$ cat config.mk
export PLATFORM = sky130hd
export DESIGN_NAME = dmem_portb_arbiter
export DESIGN_NICKNAME = d
export VERILOG_FILES = /design/src/rtl/dmem_pkg.sv /design/src/rtl/rr_burst_grant.sv /design/src/rtl/dmem_portb_arbiter.sv
export SDC_FILE = /design/constraint.sdc
export NUM_CORES = 1
export LEC_CHECK = 0
export ABC_CLOCK_PERIOD_IN_PS = 4000
export BUFFER_PORTS_ARGS = -buffer_cell sky130_fd_sc_hd__buf_2
export CAP_MARGIN = 20
export CORE_AREA = 5 5 104 106
export CTS_BUF_LIST = sky130_fd_sc_hd__clkbuf_8
export DETAILED_ROUTE_END_ITERATION = 10
export DIE_AREA = 0 0 109 111
export PLACE_DENSITY = 0.61
export SETUP_SLACK_MARGIN = 0.3
export SLEW_MARGIN = 10
export SYNTH_ARGS = -nofsm -noshare
export SYNTH_HDL_FRONTEND = slang
export SYNTH_SLANG_ARGS = --single-unit
$ cat constraint.sdc
create_clock -name clk -period 4 [get_ports clk]
set_input_delay 0.6 -clock clk [delete_from_list [all_inputs] [get_ports clk]]
set_output_delay 0.6 -clock clk [all_outputs]
set_load 0.02 [all_outputs]
$ cat src/rtl/dmem_pkg.sv
// Shared definitions for the data-RAM port-B arbiter.
//   DMEM_DEPTH_WORDS : default data-RAM size in 32-bit words
//   WE_READ          : byte write-enable value that denotes a read
//   dmem_req_t       : one requester's access (write-enable, byte address, write data)
//   req_id_t         : requester identity (debug module = REQ0, DMA engine = REQ1)
package dmem_pkg;

    localparam int         DMEM_DEPTH_WORDS = 4096;
    localparam logic [3:0] WE_READ          = 4'b0000;

    typedef struct packed {
        logic [3:0]  we;
        logic [31:0] addr;
        logic [31:0] wdata;
    } dmem_req_t;

    typedef enum logic {
        REQ0 = 1'b0,
        REQ1 = 1'b1
    } req_id_t;

endpackage

$ cat src/rtl/rr_burst_grant.sv
// Two-input round-robin grant with bounded bursts.
// The current owner keeps the port while the other side waits only until it
// has taken MAX_BURST consecutive grants; an idle cycle breaks the burst.
// Ports:
//   clk    in   system clock, rising edge
//   rst    in   synchronous active-high reset (no grant while high)
//   valid  in   [1:0] request present, bit i = requester i
//   grant  out  [1:0] one-hot grant (all zero when nothing is granted)
module rr_burst_grant
    import dmem_pkg::*;
#(
    parameter int MAX_BURST = 4
) (
    input  logic       clk,
    input  logic       rst,
    input  logic [1:0] valid,
    output logic [1:0] grant
);

    localparam int               CNT_W   = $clog2(MAX_BURST + 1);
    localparam logic [CNT_W-1:0] CNT_MAX = CNT_W'(MAX_BURST);
    localparam logic [CNT_W-1:0] CNT_ONE = CNT_W'(1);

    req_id_t          last_gnt_reg, last_gnt_next;
    logic [CNT_W-1:0] burst_cnt_reg, burst_cnt_next;
    req_id_t          winner;
    logic             keep_owner;

    always_comb begin
        grant          = 2'b00;
        winner         = last_gnt_reg;
        last_gnt_next  = last_gnt_reg;
        burst_cnt_next = burst_cnt_reg;
        // A zero count means the burst was broken (or never started), so a
        // tie goes to the side that did not win last.
        keep_owner     = (burst_cnt_reg != '0) && (burst_cnt_reg < CNT_MAX);

        if (!rst) begin
            case (valid)
                2'b01:   winner = REQ0;
                2'b10:   winner = REQ1;
                2'b11:   winner = keep_owner ? last_gnt_reg
                                             : ((last_gnt_reg == REQ0) ? REQ1 : REQ0);
                default: winner = last_gnt_reg;
            endcase
            if (valid != 2'b00) begin
                grant = (winner == REQ1) ? 2'b10 : 2'b01;
            end
        end

        if (grant == 2'b00) begin
            burst_cnt_next = '0;
        end else if (winner == last_gnt_reg) begin
            burst_cnt_next = (burst_cnt_reg == CNT_MAX) ? CNT_MAX : burst_cnt_reg + CNT_ONE;
        end else begin
            last_gnt_next  = winner;
            burst_cnt_next = CNT_ONE;
        end
    end

    always_ff @(posedge clk) begin
        if (rst) begin
            last_gnt_reg  <= REQ1;
            burst_cnt_reg <= '0;
        end else begin
            last_gnt_reg  <= last_gnt_next;
            burst_cnt_reg <= burst_cnt_next;
        end
    end

endmodule

$ cat src/rtl/dmem_portb_arbiter.sv
// Shares the data-RAM secondary port between the debug module (r0) and the
// DMA / memory-loader engine (r1). One access per cycle, combinational drive
// of the RAM in the accept cycle, response strobe exactly one cycle later.
// Optional feature macro: DMEM_ARB_BOUNDS_EN -- accesses with addr[31:2] >=
// DEPTH_WORDS are accepted but never write, and answer with resp_err = 1.
// Ports:
//   clk, rst                      clock (rising edge), synchronous active-high reset
//   rX_req_valid/ready            request handshake (ready = grant this cycle)
//   rX_req_we/addr/wdata          byte write-enable (0000 = read), byte address, data
//   rX_resp_valid                 response strobe for the request accepted last cycle
//   resp_rdata, resp_err          shared response data / out-of-range flag
//   mem_we/addr/wdata, mem_rdata  RAM port B (read data one cycle after address)
module dmem_portb_arbiter
    import dmem_pkg::*;
#(
    parameter int MAX_BURST   = 4,
    parameter int DEPTH_WORDS = DMEM_DEPTH_WORDS
) (
    input  logic        clk,
    input  logic        rst,
    input  logic        r0_req_valid,
    output logic        r0_req_ready,
    input  logic [3:0]  r0_req_we,
    input  logic [31:0] r0_req_addr,
    input  logic [31:0] r0_req_wdata,
    input  logic        r1_req_valid,
    output logic        r1_req_ready,
    input  logic [3:0]  r1_req_we,
    input  logic [31:0] r1_req_addr,
    input  logic [31:0] r1_req_wdata,
    output logic        r0_resp_valid,
    output logic        r1_resp_valid,
    output logic [31:0] resp_rdata,
    output logic        resp_err,
    output logic [3:0]  mem_we,
    output logic [31:0] mem_addr,
    output logic [31:0] mem_wdata,
    input  logic [31:0] mem_rdata
);

`ifdef DMEM_ARB_BOUNDS_EN
    localparam bit BOUNDS_ON = 1'b1;
`else
    localparam bit BOUNDS_ON = 1'b0;
`endif
    localparam logic [29:0] WORD_LIMIT = 30'(DEPTH_WORDS);

    dmem_req_t  r0_req, r1_req, sel_req;
    logic [1:0] grant;
    logic       accept;
    logic       oob;
    logic       resp_live;

    logic       resp_v_reg;
    req_id_t    resp_id_reg;
    logic       rd_reg;
    logic       err_reg;

    assign r0_req = '{we: r0_req_we, addr: r0_req_addr, wdata: r0_req_wdata};
    assign r1_req = '{we: r1_req_we, addr: r1_req_addr, wdata: r1_req_wdata};

    rr_burst_grant #(
        .MAX_BURST (MAX_BURST)
    ) u_grant (
        .clk   (clk),
        .rst   (rst),
        .valid ({r1_req_valid, r0_req_valid}),
        .grant (grant)
    );

    assign r0_req_ready = grant[0];
    assign r1_req_ready = grant[1];
    assign accept       = |grant;

    always_comb begin
        sel_req = '0;
        if (grant[1]) begin
            sel_req = r1_req;
        end else if (grant[0]) begin
            sel_req = r0_req;
        end
    end

    // sel_req is all-zero without a grant, so oob can only be set on an accept.
    assign oob = BOUNDS_ON && (sel_req.addr[31:2] >= WORD_LIMIT);

    assign mem_we    = oob ? WE_READ : sel_req.we;
    assign mem_addr  = sel_req.addr;
    assign mem_wdata = sel_req.wdata;

    always_ff @(posedge clk) begin
        if (rst) begin
            resp_v_reg  <= 1'b0;
            resp_id_reg <= REQ0;
            rd_reg      <= 1'b0;
            err_reg     <= 1'b0;
        end else begin
            resp_v_reg  <= accept;
            resp_id_reg <= grant[1] ? REQ1 : REQ0;
            rd_reg      <= (sel_req.we == WE_READ);
            err_reg     <= oob;
        end
    end

    // A response registered just before reset rises is dropped, not delivered
    // during the reset cycle.
    assign resp_live     = resp_v_reg && !rst;
    assign r0_resp_valid = resp_live && (resp_id_reg == REQ0);
    assign r1_resp_valid = resp_live && (resp_id_reg == REQ1);
    assign resp_rdata    = (resp_live && rd_reg && !err_reg) ? mem_rdata : 32'h0;

`ifdef DMEM_ARB_BOUNDS_EN
    assign resp_err = resp_live && err_reg;
`else
    assign resp_err = 1'b0;
`endif

endmodule

==> impl_results.md, run 1 <==
- Routed wire length: 8.940 mm
- Reg2reg path depth: 7
- Drt initial violations: 224
- Post-Syn Area: 1378 µm²
- Row count: 36
- Pin count of the biggest net entering global routing: 59
- Critical Path Source Type: flip-flop
- Port buffer count: 275
- Syn Nets: 347
- Inserted Clock Buffers: 3
- Synth warn: 0
- Final WS setup: 942.6 ps
- Max FO, Critical Path: 58
- Setup Total Neg Slack: 0 ps
- Max Slew Vio Count: 0
- Post-place setup slack: 1187 ps
- HP Class: flip-flop to flip-flop
- Clock Tree Buf Depth: 2
- Die H: 111 µm
- DP Wirelength: 7.709 mm
- DR WL/cell: 15.80 µm
- Yosys cell types: 32
- Status: finished clean
- First-pass GRT wire length: 12.64 mm
- Final antenna-violating net count: 0
- GPL Wtd Cong: 0.8943
- FF+latch area: 140.1 µm²
- Most used DFF post-synth: dfxtp_1
- Via Count: 2,484
- Core area: 9684 µm²
- Area of the multi-input gates: 1111 µm²
- Max FFs per register: 3
- Final Power: 524.9 µW
- Post-synth EDFFs: 0
- Number of global-route vias before repair: 2,465
- Area leader, netlist: a22o_1
- CTS Hold Bufs: 0
- Seq/Total Area, Yosys: 10.17%
- CTS tree: built
- Sink Count: 7
- Final hold vios: 0
- Final instance area: 2880 µm²
- Hold Crit Depth: 2
- DRC Markers: 0
- Synth top area cells: a22o_1 43%, and2_1 15%, dfxtp_1 10%
- Final period util: 76.43%
- Data arrival, critical path: 2460 ps
- Setup CP Type: flip-flop to output pin
- Maxcap violations: 0
- Async SR Flop Fraction: 0%
- Fin nets: 608
- Root buf cell: clkbuf_8
- Final setup fails: 0
- Crit end category: output pin
- Initial Util: 14.22%
- Seq cells post-synth: 7
- Fill count: 1,039
- Grt ovf: 0
- DR pass1 iterations: 4
- I/O pin count: 277
- Leak: 1.805 nW
- Syn_area_per_cell: 7.963 µm²
- Fmax: 327.1 MHz
- CTS resizes: 0
- Req. time, crit path: 3400 ps
- Antenna cell count: 0
- Total GRT Usage: 12.77%
- Area delta synth->final: 109.1%
- Share of post-route cells with drive strength above 1: 66.05%
- Worst vdd ir: 0.07187 mV
- Post-synthesis cell count: 173
- Final min period: 3057 ps
- H-tree depth: 1
- Area share of the largest cell type after synthesis: 43.23%
- Setup Fix Bufs, Post-CTS: 0
- Worst-Skew Late Latency: 230 ps
- Total die area: 12,100 µm²
- Setup Skew: 0.3663 ps
- DP Area: 2835 µm²
- Die width: 109 µm
- Via/cell ratio: 4.389
- RSZ-0062 raised after global routing: no
- Power density over the cells: 182.2 nW/µm²
- Slew HR: 51.84%
- Clk slew on worst S/H paths: 40 ps
- Worst Tran Pin Value: 722.4 ps
- Initial antenna violation count: 0
==> metrics by stage <==
step / std cells / utilization (%) / hold WS (ps)
after floorplan: 173 / - / 520.1
after global placement: 562 / 29.28 / 547.2
after detailed placement: 562 / 29.28 / 555.7
after CTS: 566 / 29.74 / 564.7
after global routing: 566 / 29.74 / 605.7
final: 566 / 29.74 / 562.3
==> worst max-delay path, cell delays in order, from the launching register on <==
cell and delay [ps]:
dfxtp_1 320, inv_1 60, ha_1 290, o211a_1 310
nor4b_4 280, buf_4 500, a22o_1 240, buf_2 170
==> per-layer routing <==
metal	vias to the layer above	GRT usage (%)	routed length (µm)
met3	9	3.262	1057
met2	190	24.61	4518
met1	1094	14.09	3315
met5	-	0	0
li1	1191	-	-
met4	0	1.431	48
==> final timing paths <==
check / slack [ps] / to / start
setup reg to reg: 1820 / rd_reg$_SDFF_PP0_ / u_grant.burst_cnt_reg[0]$_SDFF_PP0_
hold reg to reg: 560 / u_grant.burst_cnt_reg[0]$_SDFF_PP0_ / u_grant.burst_cnt_reg[0]$_SDFF_PP0_
hold / removal: 560 / u_grant.burst_cnt_reg[0]$_SDFF_PP0_ / u_grant.burst_cnt_reg[0]$_SDFF_PP0_
setup / recovery: 940 / mem_wdata[13] / u_grant.burst_cnt_reg[0]$_SDFF_PP0_
==> cell families after synthesis <==
kind of cell	share of synthesized area (%)
buffers and inverters	9.173
AO/OA/AOI/OAI	52.86
adder cells (fa/ha/maj)	1.816
other	0.2722
multiplexers	0.7266
flip-flops	10.17
AND/OR/NAND/NOR	24.98
==> synth_stat cells, types with 3 or more instances <==
| cell type | n |
|---|---|
| nand2_1 | 3 |
| dfxtp_1 | 7 |
| o21ai_0 | 5 |
| buf_4 | 3 |
| o211a_1 | 3 |
| inv_1 | 3 |
| a21oi_1 | 4 |
| clkbuf_1 | 11 |
| buf_2 | 8 |
| a22o_1 | 68 |
| and2_1 | 32 |
| nor2_1 | 3 |
==> cell usage in the layout (no fill, tap or decap), drive strengths merged, types with 2 or more instances in the layout <==
cell type,instances
nor2,3
a21oi,4
inv,4
ha,2
o21ai,5
o211a,3
nor4b,3
a22o,68
and2,32
dfxtp,7
nand3b,2
buf,279
clkbuf,3
and3b,2
nand2,3
==> report_power, final <==
| part | internal (mW) | switching, mW | leakage (nW) |
|---|---|---|---|
| sequential | 0.0748 | 0.00400 | 0.0578 |
| combinational | 0.157 | 0.193 | 1.72 |
| clock | 0.0663 | 0.0300 | 0.0269 |
| total | 0.298 | 0.227 | 1.81 |
==> cell type report <==
| class | count | area share (%) |
|---|---|---|
| Timing Repair Buffer | 279 | 48.83 |
| Multi-Input combinational cell | 140 | 38.58 |
| Tap cell | 133 | 5.778 |
| Sequential cell | 7 | 4.865 |
| Clock buffer | 3 | 1.434 |
| Inverter | 3 | 0.3910 |
| Clock inverter | 1 | 0.1303 |
Note: power is estimated with default switching activity, not from simulation.
==> run 2, diff against run 1 <==
Settings changed: ABC_AREA set to 1, ABC_CLOCK_PERIOD_IN_PS 4000 to 2650, PLACE_DENSITY 0.61 to 0.63.
Clock period 4 ns to 2.65 ns, I/O delays scaled along.
==> impl_results.md, run 2 <==
- Seq/Total Area, Yosys: 9.920%
- Syn Nets: 382
- Post-Syn Area: 1413 µm²
- Max FFs per register: 3
- Final min period: 2293 ps
- Total die area: 12,100 µm²
- Row count: 36
- DRC Markers: 0
- Power Internal: 564.5 µW
- Clock Tree Buf Depth: 2
- R2R Setup Slk: 960 ps
- Maxcap violations: 0
- Post-synth EDFFs: 0
- Syn_area_per_cell: 6.791 µm²
- Req. time, crit path: 2250 ps
- Fin nets: 663
- Fmax: 436.1 MHz
- Reg power frac: 12.5%
- Inserted Clock Buffers: 3
- H-tree depth: 1
- First-pass GRT wire length: 13.05 mm
- Yosys cell types: 23
- Final antenna-violating net count: 0
- Seq cells post-synth: 7
- DR WL/cell: 15.41 µm
- Drt initial violations: 171
- Port buffer count: 275
- Clk slew on worst S/H paths: 40 ps
- Share of post-route cells with drive strength above 1: 63.93%
- Root buf cell: clkbuf_8
- RSZ-0062 raised after global routing: yes
- Post-synthesis cell count: 208
- Area share of the largest cell type after synthesis: 39.68%
- Core area: 9684 µm²
- DP Wirelength: 7.118 mm
- Total GRT Usage: 13.30%
- Synth warn: 0
- Pin count of the biggest net entering global routing: 34
- CTS tree: built
- Initial antenna violation count: 2
- Power density over the cells: 293.9 nW/µm²
- Via Count: 2,622
- HP Class: input port to flip-flop
- Grt ovf: 0
- I/O pin count: 277
- Setup Skew: 2.376 ps
- Worst vdd ir: 0.2405 mV
- Most frequent cells in the layout: 239 x buf_2, 64 x a22o_1, 39 x nor2_1
- Post-place setup slack: 385.1 ps
- Clock Power Share: 15.2%
- Max FO, Critical Path: 16
- Synth top area cells: a22o_1 40%, inv_1 10%, nor2_1 10%
- Commonest non-fill, non-tap cell in the layout: buf_2
- Switching power total: 414.7 µW
- CTS Hold Bufs: 0
- Initial Util: 14.59%
- Crit end category: output pin
- Routed wire length: 9.601 mm
- Worst-Skew Late Latency: 230 ps
- Area delta synth->final: 135.9%
- Max Slew Vio Count: 0
- DR pass1 iterations: 4
- Setup Total Neg Slack: 0 ps
- Comb pwr share: 72.3%
- Leak: 2.131 nW
- Status: finished clean
- Final setup fails: 0
- GPL Wtd Cong: 0.8339
- Critical Path Source Type: flip-flop
- Final hold vios: 0
- Async SR Flop Fraction: 0%
- Die width: 109 µm
- Fill count: 1,020
- Synth top cells by count: 64 x a22o_1, 39 x inv_1, 39 x nor2_1, 13 x nand2_1
- Net Sw Frac: 42.35%
- Data arrival, critical path: 1900 ps
- Count leader, synth: a22o_1
- Number of global-route vias before repair: 2,526
- Setup CP Type: flip-flop to output pin
- Final period util: 86.53%
- Final WS setup: 356.9 ps
- Via/cell ratio: 4.209
- Die H: 111 µm
- Area leader, netlist: a22o_1
- Sink Count: 7
- Most used DFF post-synth: dfxtp_1
run 2: cell types whose count changed after synthesis, sizes merged, moves of 4 or more:
cell / delta
nand2: +13
a22o: -4
and2: -32
nand3: +7
clkbuf: -8
nand4: +5
nor2: +39
inv: +38
o21ai: -4
run 2: metal layers:
metal  GRT usage (%)  vias up  routed length (µm)
li1                -     1282                   -
met1           15.27     1182                3643
met2           26.00      150                5024
met3           1.631        8                 782
met4           1.852        0                 151
met5               0        -                   0
run 2: logic make-up (layout without fill, tap and decap cells):
family,after synthesis,count (layout),synth area share [%]
simple gates,71,71,23.47
buf+inv,59,339,22.94
fa+ha+maj,2,2,1.771
other cells,1,3,0.2655
compound gates,67,67,41.01
flops,7,7,9.920
xor+xnor,1,1,0.6201
run 2: layout make-up:
type / count / area [µm²] / area share [%]
Clock buffer: 3 / 41.29 / 1.239
Multi-Input combinational cell: 142 / 973.4 / 29.22
Timing Repair Buffer: 294 / 1838 / 55.16
Tap cell: 133 / 166.4 / 4.994
Antenna cell: 2 / 5.005 / 0.1502
Sequential cell: 7 / 142.6 / 4.281
Inverter: 41 / 161.4 / 4.844
Clock inverter: 1 / 3.754 / 0.1127
run 2: path summary, 6_finish.rpt:
path | from | endpoint | cells past startpoint
worst max-delay path | u_grant.burst_cnt_reg[1]$_SDFF_PP0_ | mem_wdata[18] | 11
worst min-delay path | r1_req_we[0] | rd_reg$_SDFF_PP0_ | 4
worst max register to register | u_grant.burst_cnt_reg[1]$_SDFF_PP0_ | u_grant.burst_cnt_reg[2]$_SDFF_PP0_ | 13
worst min register to register | u_grant.burst_cnt_reg[0]$_SDFF_PP0_ | u_grant.burst_cnt_reg[0]$_SDFF_PP0_ | 5
run 2: what timing repair did:
action / 4_1_cts / 5_1_grt
buffers inserted: 8 / 1
cloned: 4 / 3
endpoints found under the setup margin: 64 / 33
pin swaps: 7 / 3
resized for setup: 42 / 25
run 2: worst max-delay path, stage by stage (launching register included):
cell and delay [ps]:
dfxtp_2 330, inv_2 40, ha_4 170, nor2_2 120, nand2_2 70, nand3_4 70, nand2_4 80, nand2_4 100
inv_8 50, bufbuf_16 280, a22o_1 190, buf_4 160
run 2: per-stage QoR:
| stage | total power [mW] | std cells | instance area (µm²) | hold slack [ps] | util (%) |
|---|---|---|---|---|---|
| global route | 1.040 | 623 | 3332 | 513.6 | 34.41 |
| detailed placement | 0.6911 | 601 | 2838 | 566.2 | 29.30 |
| floorplan | 0.4653 | 208 | 1413 | 493.2 | - |
| CTS | 0.9417 | 617 | 3192 | 487.0 | 32.96 |
| finish | 0.9792 | 623 | 3332 | 493.8 | 34.41 |
| global placement | 0.6839 | 601 | 2838 | 576.9 | 29.30 |
run 2: power by group through the flow:
stage	Sequential [mW]	Combinational, mW	Clock, mW
2_1_floorplan	0.121	0.345	0
3_3_place_gp	0.122	0.562	0
3_5_place_dp	0.122	0.569	0
4_1_cts	0.122	0.667	0.153
5_1_grt	0.123	0.756	0.161
6_report	0.122	0.708	0.149
